### src/rtl/single_neuron_pkg.sv
// single_neuron_pkg: default widths and the saturating clamp shared by the neuron datapath
package single_neuron_pkg;

    localparam int X_W = 2;
    localparam int W_W = 2;
    localparam int B_W = 4;
    localparam int Y_W = 4;

    typedef struct packed {
        logic signed [31:0] val;
        logic               flag;
    } clamp_t;

    // Clamp a signed value into the range of a width-bit two's complement number
    function automatic clamp_t sat_clamp(input int value, input int width);
        int hi;
        int lo;
        hi = (1 << (width - 1)) - 1;
        lo = -hi - 1;
        sat_clamp.val  = value > hi ? hi : (value < lo ? lo : value);
        sat_clamp.flag = (value > hi) || (value < lo);
    endfunction

endpackage

### src/rtl/single_neuron_mac.sv
// neuron_mac: stage 1 of the neuron, registers the full-width signed product x*w and the bias
module neuron_mac
    import single_neuron_pkg::*;
#(
    parameter int X_W = single_neuron_pkg::X_W,
    parameter int W_W = single_neuron_pkg::W_W,
    parameter int B_W = single_neuron_pkg::B_W
) (
    input  logic                      clk,
    input  logic                      rst,
    input  logic                      i_valid,
    input  logic signed [X_W-1:0]     i_x,
    input  logic signed [W_W-1:0]     i_w,
    input  logic signed [B_W-1:0]     i_b,
    output logic signed [X_W+W_W-1:0] o_p,
    output logic signed [B_W-1:0]     o_b,
    output logic                      o_v
);

    localparam int P_W = X_W + W_W;

    logic signed [P_W-1:0] r_p;
    logic signed [B_W-1:0] r_b;
    logic                  r_v;

    // Capture product and bias on valid samples; the valid bit follows in_valid every cycle
    always_ff @(posedge clk) begin
        if (rst) begin
            r_p <= '0;
            r_b <= '0;
            r_v <= 1'b0;
        end else begin
            r_v <= i_valid;
            if (i_valid) begin
                r_p <= P_W'(i_x) * P_W'(i_w);
                r_b <= i_b;
            end
        end
    end

    assign o_p = r_p;
    assign o_b = r_b;
    assign o_v = r_v;

endmodule

### src/rtl/single_neuron.sv
// single_neuron: y = sat(x*w + b) over a two-stage pipeline; SINGLE_NEURON_RELU_EN adds ReLU
module single_neuron
    import single_neuron_pkg::*;
#(
    parameter int X_W = single_neuron_pkg::X_W,
    parameter int W_W = single_neuron_pkg::W_W,
    parameter int B_W = single_neuron_pkg::B_W,
    parameter int Y_W = single_neuron_pkg::Y_W
) (
    input  logic                  clk,
    input  logic                  rst,
    input  logic                  in_valid,
    input  logic signed [X_W-1:0] x,
    input  logic signed [W_W-1:0] w,
    input  logic signed [B_W-1:0] b,
    output logic                  out_valid,
    output logic signed [Y_W-1:0] y,
    output logic                  sat
);

    localparam int P_W = X_W + W_W;
    localparam int S_W = (P_W > B_W ? P_W : B_W) + 1;

    logic signed [P_W-1:0] w_p;
    logic signed [B_W-1:0] w_b;
    logic                  w_v1;
    logic signed [S_W-1:0] w_s;
    clamp_t                w_c;
    logic signed [Y_W-1:0] w_y;
    logic                  w_sat;
    logic                  w_unused;

    neuron_mac #(
        .X_W(X_W),
        .W_W(W_W),
        .B_W(B_W)
    ) u_mac (
        .clk    (clk),
        .rst    (rst),
        .i_valid(in_valid),
        .i_x    (x),
        .i_w    (w),
        .i_b    (b),
        .o_p    (w_p),
        .o_b    (w_b),
        .o_v    (w_v1)
    );

    // One bit wider than the widest operand, so the sum never wraps
    assign w_s = S_W'(w_p) + S_W'(w_b);
    assign w_c = sat_clamp(int'(w_s), Y_W);
    // Upper bits of the clamped value are pure sign extension once clamped to Y_W
    assign w_unused = ^w_c.val[31:Y_W];

`ifdef SINGLE_NEURON_RELU_EN
    assign w_y   = w_c.val[Y_W-1] ? '0 : w_c.val[Y_W-1:0];
    assign w_sat = w_c.flag | w_c.val[Y_W-1];
`else
    assign w_y   = w_c.val[Y_W-1:0];
    assign w_sat = w_c.flag;
`endif

    // Stage 2 output register; y/sat hold their last value across bubbles
    always_ff @(posedge clk) begin
        if (rst) begin
            out_valid <= 1'b0;
            y         <= '0;
            sat       <= 1'b0;
        end else begin
            out_valid <= w_v1;
            if (w_v1) begin
                y   <= w_y;
                sat <= w_sat;
            end
        end
    end

endmodule

### config.mk
export PLATFORM = sky130hd
export DESIGN_NAME = single_neuron
export DESIGN_NICKNAME = d
export VERILOG_FILES = /design/src/rtl/single_neuron_pkg.sv /design/src/rtl/single_neuron_mac.sv /design/src/rtl/single_neuron.sv
export SDC_FILE = /design/constraint.sdc
export NUM_CORES = 1
export LEC_CHECK = 0
export ABC_CLOCK_PERIOD_IN_PS = 3800
export BUFFER_PORTS_ARGS = -buffer_cell sky130_fd_sc_hd__buf_4
export CORE_UTILIZATION = 50
export DETAILED_ROUTE_END_ITERATION = 10
export PLACE_DENSITY = 0.75
export RECOVER_POWER = 100
export SLEW_MARGIN = 20
export SYNTH_ARGS = -nofsm -noshare
export SYNTH_HDL_FRONTEND = slang
export SYNTH_SLANG_ARGS = --single-unit
### constraint.sdc
create_clock -name clk -period 3.8 [get_ports clk]
set_input_delay 0.57 -clock clk [delete_from_list [all_inputs] [get_ports clk]]
set_output_delay 0.57 -clock clk [all_outputs]
set_load 0.1 [all_outputs]
## Yosys cells after proc, flatten, opt, wreduce, memory -nomap -nowiden

Cells that the tools add are included.

- Register bits after elaboration: 15
- Input bits: 11
- Output and inout port bits: 6
- Word-level logic and storage cells: 13

- $add $sub $neg: 1
- Multipliers: 1
- Order comparisons: 2
- Muxes and demuxes: 2
- Reductions and logical operators: 1

Operators with widths:

| cell | count |
|---|---|
| 4-bit 2-to-1 mux | 2 |
| 4-bit by 4-bit adder with 5-bit output | 1 |
| 5-bit by 4-bit > comparator with 1-bit output (second input constant) | 1 |
| 5-bit by 4-bit less-than comparator with 1-bit output (second input constant) | 1 |
| 2-bit by 2-bit multiplier with 4-bit output | 1 |
| 1-bit logical OR | 1 |

## Longest topological paths before layout

- Depth after elaboration: 4
- Mapped depth: 10
- Gate-level depth less buffers: 10

## By module

Synthesis repeated with hierarchy kept, for this count alone.

- Cell total of the unflattened synthesis: 80
- Area total of the unflattened synthesis: 799.5 µm²

Modules (own cells, without submodules):

| module | times used | cells an instance | area each (µm²) | seq. area each (µm²) |
|---|---|---|---|---|
| single_neuron | 1 | 43 | 402.9 | 120.1 |
| neuron_mac | 1 | 37 | 396.6 | 180.2 |

## Least setup slack after synthesis

Ideal clock, no wire load.

- Kind: reg2reg
- From: reg u_mac.r_b[0] (netlist: u_mac.o_b[0])
- To: reg y[3]
- Setup time: 0.117 ns
- Arrival time: 1.820 ns
- Required time: 3.683 ns
- Path slack: 1.863 ns
- Stages on the path, launching flop included: 11
- Buffers on the path: 0
- Clock period less this slack: 1.937 ns
- Path through: dfxtp_1 ha_1 inv_1 fa_1 and2b_1 nor3_2 mux2i_1 ha_1 nand2b_1 a2bb2oi_1 nor2_1

- Longest elaborated chain between the ends: 4
- Elaborated cells on any way between the ends: 5
- Classes of those cells: add/sub: 1; order compare: 2; mux: 2

RTL lines:

| item | RTL line | text |
|---|---|---|
| from (decl) | single_neuron_mac.sv:23 | `logic signed [B_W-1:0] r_b;` |
| from (signal assigned) | single_neuron_mac.sv:36 | `r_b <= i_b;` |
| 4-bit by 4-bit adder with 5-bit output (*) | single_neuron.sv:50 | `assign w_s = S_W'(w_p) + S_W'(w_b);` |
| 5-bit by 4-bit less-than comparator with 1-bit output | single_neuron_pkg.sv:20 | `sat_clamp.val = value > hi ? hi : (value < lo ? lo : value);` |
| 4-bit 2-to-1 mux | single_neuron_pkg.sv:20 |  |
| 4-bit 2-to-1 mux (*) | single_neuron_pkg.sv:20 |  |
| to (signal assigned) | single_neuron.sv:72 | `y <= w_y;` |
| to (decl) | single_neuron.sv:17 | `output logic signed [Y_W-1:0] y,` |

Mark *: on every way between the ends. The rest lies on a longest branch, timed or not.
A chain may end at the register's enable or synchronous reset.

## Worst setup path after layout

- From: reg u_mac.r_b[0] (netlist: u_mac.o_b[0])
- To: reg y[0]

The elaborated chain is that of the path after synthesis.

==> results by group <==
Status
  • Outcome: finished clean

Detailed routing
  • Wire length per cell: 12.2 um
  • Via density: 5.19
  • Drt initial violations: 17
  • Total number of vias: 587
  • WL final: 1380 um
  • Drt drc: 0
  • Post-route ant nets: 0
  • First drt pass iteration count: 4

Yosys
  • Syn_nets: 102
  • Post-synthesis average cell area: 9.78 um^2
  • XOR/XNOR Fraction of Synth Area: 0.0336
  • Number of enable flip-flop cells after synthesis: 0
  • Simple-gate share of the synthesized area: 0.146
  • Post-synthesis register bit count: 15
  • Top cell type's share of synthesized area: 0.384
  • Synth area leaders: dfxtp_1 (38%), ha_1 (14%), mux2i_1 (10%)
  • Yosys top cell by area: dfxtp_1
  • Most numerous cell in the Yosys netlist: dfxtp_1
  • Mux contribution to synthesized area: 0.117
  • Yosys cell types: 25
  • Async SR Flop Fraction: 0
  • Cells after Synth: 80
  • Compound-Gate Fraction of Synth Area: 0.0752
  • Synthesized area: 782 um^2
  • Seq/Total Area, Yosys: 0.384
  • Synth Area in Adders: 0.195
  • Largest family of logic cells by synthesized area: adder cells
  • Synth cell count leaders: dfxtp_1 (15), nor2_1 (14), ha_1 (9), mux2i_1 (8), inv_1 (7)
  • Synth Flop Type: dfxtp_1
  • Ys Warns: 0

STA
  • Relative slew slack: 0.228
  • Worst hold slack: 0.480 ns
  • Fin crit share: 0.551
  • Final Critical Period: 2.09 ns
  • RSZ-0062 raised after global routing: no
  • Slew Limit Fails: 0
  • Setup Total Neg Slack: 0 ns
  • Final setup vio count: 0
  • Final worst slack: 1.71 ns
  • Worst Skew: 0.00300 ns
  • Peak Freq: 0.478 GHz
  • Fin. Hold Viols: 0
  • Worst Tran Pin Value: 1.16 ns

Die
  • Die Span Y: 41.5 um
  • Row count: 13
  • IO Pins: 17
  • Initial Util: 0.566
  • Die W: 41.5 um
  • Core area: 0.00138 mm^2
  • DIE AREA: 0.00173 mm^2

Finish
  • Register Area: 300 um^2
  • Layout cells sized above 1: 0.143
  • Design Area, Final: 903 um^2
  • Final nets: 121
  • Diodes inserted: 0
  • Layout fillers: 129
  • Final Util: 0.653
  • Synth-to-layout area growth: 15.5%
  • Multi-input logic area: 438 um^2
  • Post-route insts no fill: 113

Worst setup path
  • Cell Chain, Critical Path: ha_1, inv_1, fa_1, and2b_1, nor3_1, mux2_2, ha_1, inv_1, a21oi_1, nor3_1
  • Slowest cell on the critical path: fa_1
  • Bufs and invs on worst path: 2
  • Required @ worst endpoint: 4.01 ns
  • Worst reg2reg endpoint: y[0]
  • Critical path depth: 10
  • CP startpoint: u_mac.o_b[0]
  • Crit Path Max Fanout: 2
  • Worst r2r src: u_mac.o_b[0]
  • Setup crit end kind: flip-flop
  • CP arrival: 2.31 ns
  • R2R Setup Slk: 1.71 ns
  • Kind of cell adding the most delay to the critical path: adder cells
  • Crit path largest cell delay: 0.39 ns
  • Worst R2R Path Depth: 10
  • Crit Path Category: reg2reg
  • Startpoint Class: flip-flop
  • Crit path capture: y[0]

Place
  • Placed cells: 109
  • HPWL after detailed placement: 1020 um
  • Port Buffers: 16
  • Gpl congestion: 0.760
  • Cell area after placement: 908 um^2
  • Pre-CTS WS: 1.73 ns

Global routing
  • Largest net degree at the start of global routing: 16
  • GRT Total Usage: 0.183
  • Vias in the first global route: 590
  • Initial antenna violation count: 0
  • First-pass GRT wire length: 2380 um
  • Grt ovf: 0

Clock network
  • Clock Tree Buf Depth: 2
  • CTS tree: done
  • Worst skew pair latency: 0.28 ns
  • H-tree Lvls: 1
  • Clock-pin slew on the worst setup and hold paths: 0.08 ns
  • Hold buffers post-CTS: 0
  • CTS Root Cell: clkbuf_4
  • Number of gates resized after CTS: 0
  • CTS Buf Count: 3
  • CTS sink cnt: 15
  • Post-CTS setup buffer count: 0

Pwr
  • LEAKAGE: 0.427 nW
  • Total power: 363 uW
  • PD cells: 402 mW/mm^2
  • Worst vdd ir: 210 uV

Run
  • Max-cap viol count: 0

Hold path
  • Worst Hold Class: reg2reg
[worst min-delay path, delay by kind of cell (launching register included)]
family	cells	cell delay, ns
flops	1	0.32
simple gates	2	0.13
[how the worst min path moves through the flow]
stage                               to  depth (start not counted)         start
after floorplan           u_mac.o_p[0]                          2  u_mac.o_p[0]
after global placement    u_mac.o_p[0]                          2  u_mac.o_p[0]
after detailed placement          y[2]                          2          y[2]
after CTS                         y[2]                          2          y[2]
after global routing      u_mac.o_p[0]                          2  u_mac.o_p[0]
final                             y[2]                          2          y[2]
[cells in the final DEF (no fill, tap or decap), drive strengths merged, types with 3 or more instances in the layout]
master,netlist,final
nand2b,3,3
inv,7,7
ha,9,9
dfxtp,15,15
nor2,14,14
buf,2,8
nor3,3,3
mux2i,8,8
clkbuf,0,12
a21oi,4,4
[registers in the layout, summed over array words and instances (netlist names)]
name and cells:
sat 1, u_mac.o_p 4, u_mac.o_b 4, y 4, out_valid 1, u_mac.o_v 1
[where the power goes]
group / switching, mW / internal [mW] / total (mW)
registers: 0.00666 / 0.168 / 0.174
clock network: 0.0485 / 0.0408 / 0.0892
logic: 0.0662 / 0.0335 / 0.0997
total: 0.121 / 0.242 / 0.363
[per-layer routing]
layer	share of wire	global-route usage	routed length (um)	vias up
li1	-	-	-	298
met1	0.43	0.195	596	274
met2	0.51	0.322	700	13
met3	0.050	0.0783	69	2
met4	0.010	0.0581	14	0
met5	0	0	0	-
[cell families after synthesis]
| group | count (synthesis) |
|---|---|
| AOI/OAI and AO/OA | 9 |
| xor gates and xnor gates | 3 |
| adders and majority gates | 11 |
| buffers and inverters | 9 |
| DFF | 15 |
| muxes | 9 |
| and+or+nand+nor | 24 |
[cell type report]
class	instances	share of cell area
Clock buffer	4	0.0291
Tap cell	15	0.0208
Sequential cell	15	0.332
Timing Repair Buffer	16	0.104
Inverter	7	0.0291
Multi-Input combinational cell	56	0.485
Power figures use the tool's default switching activity.
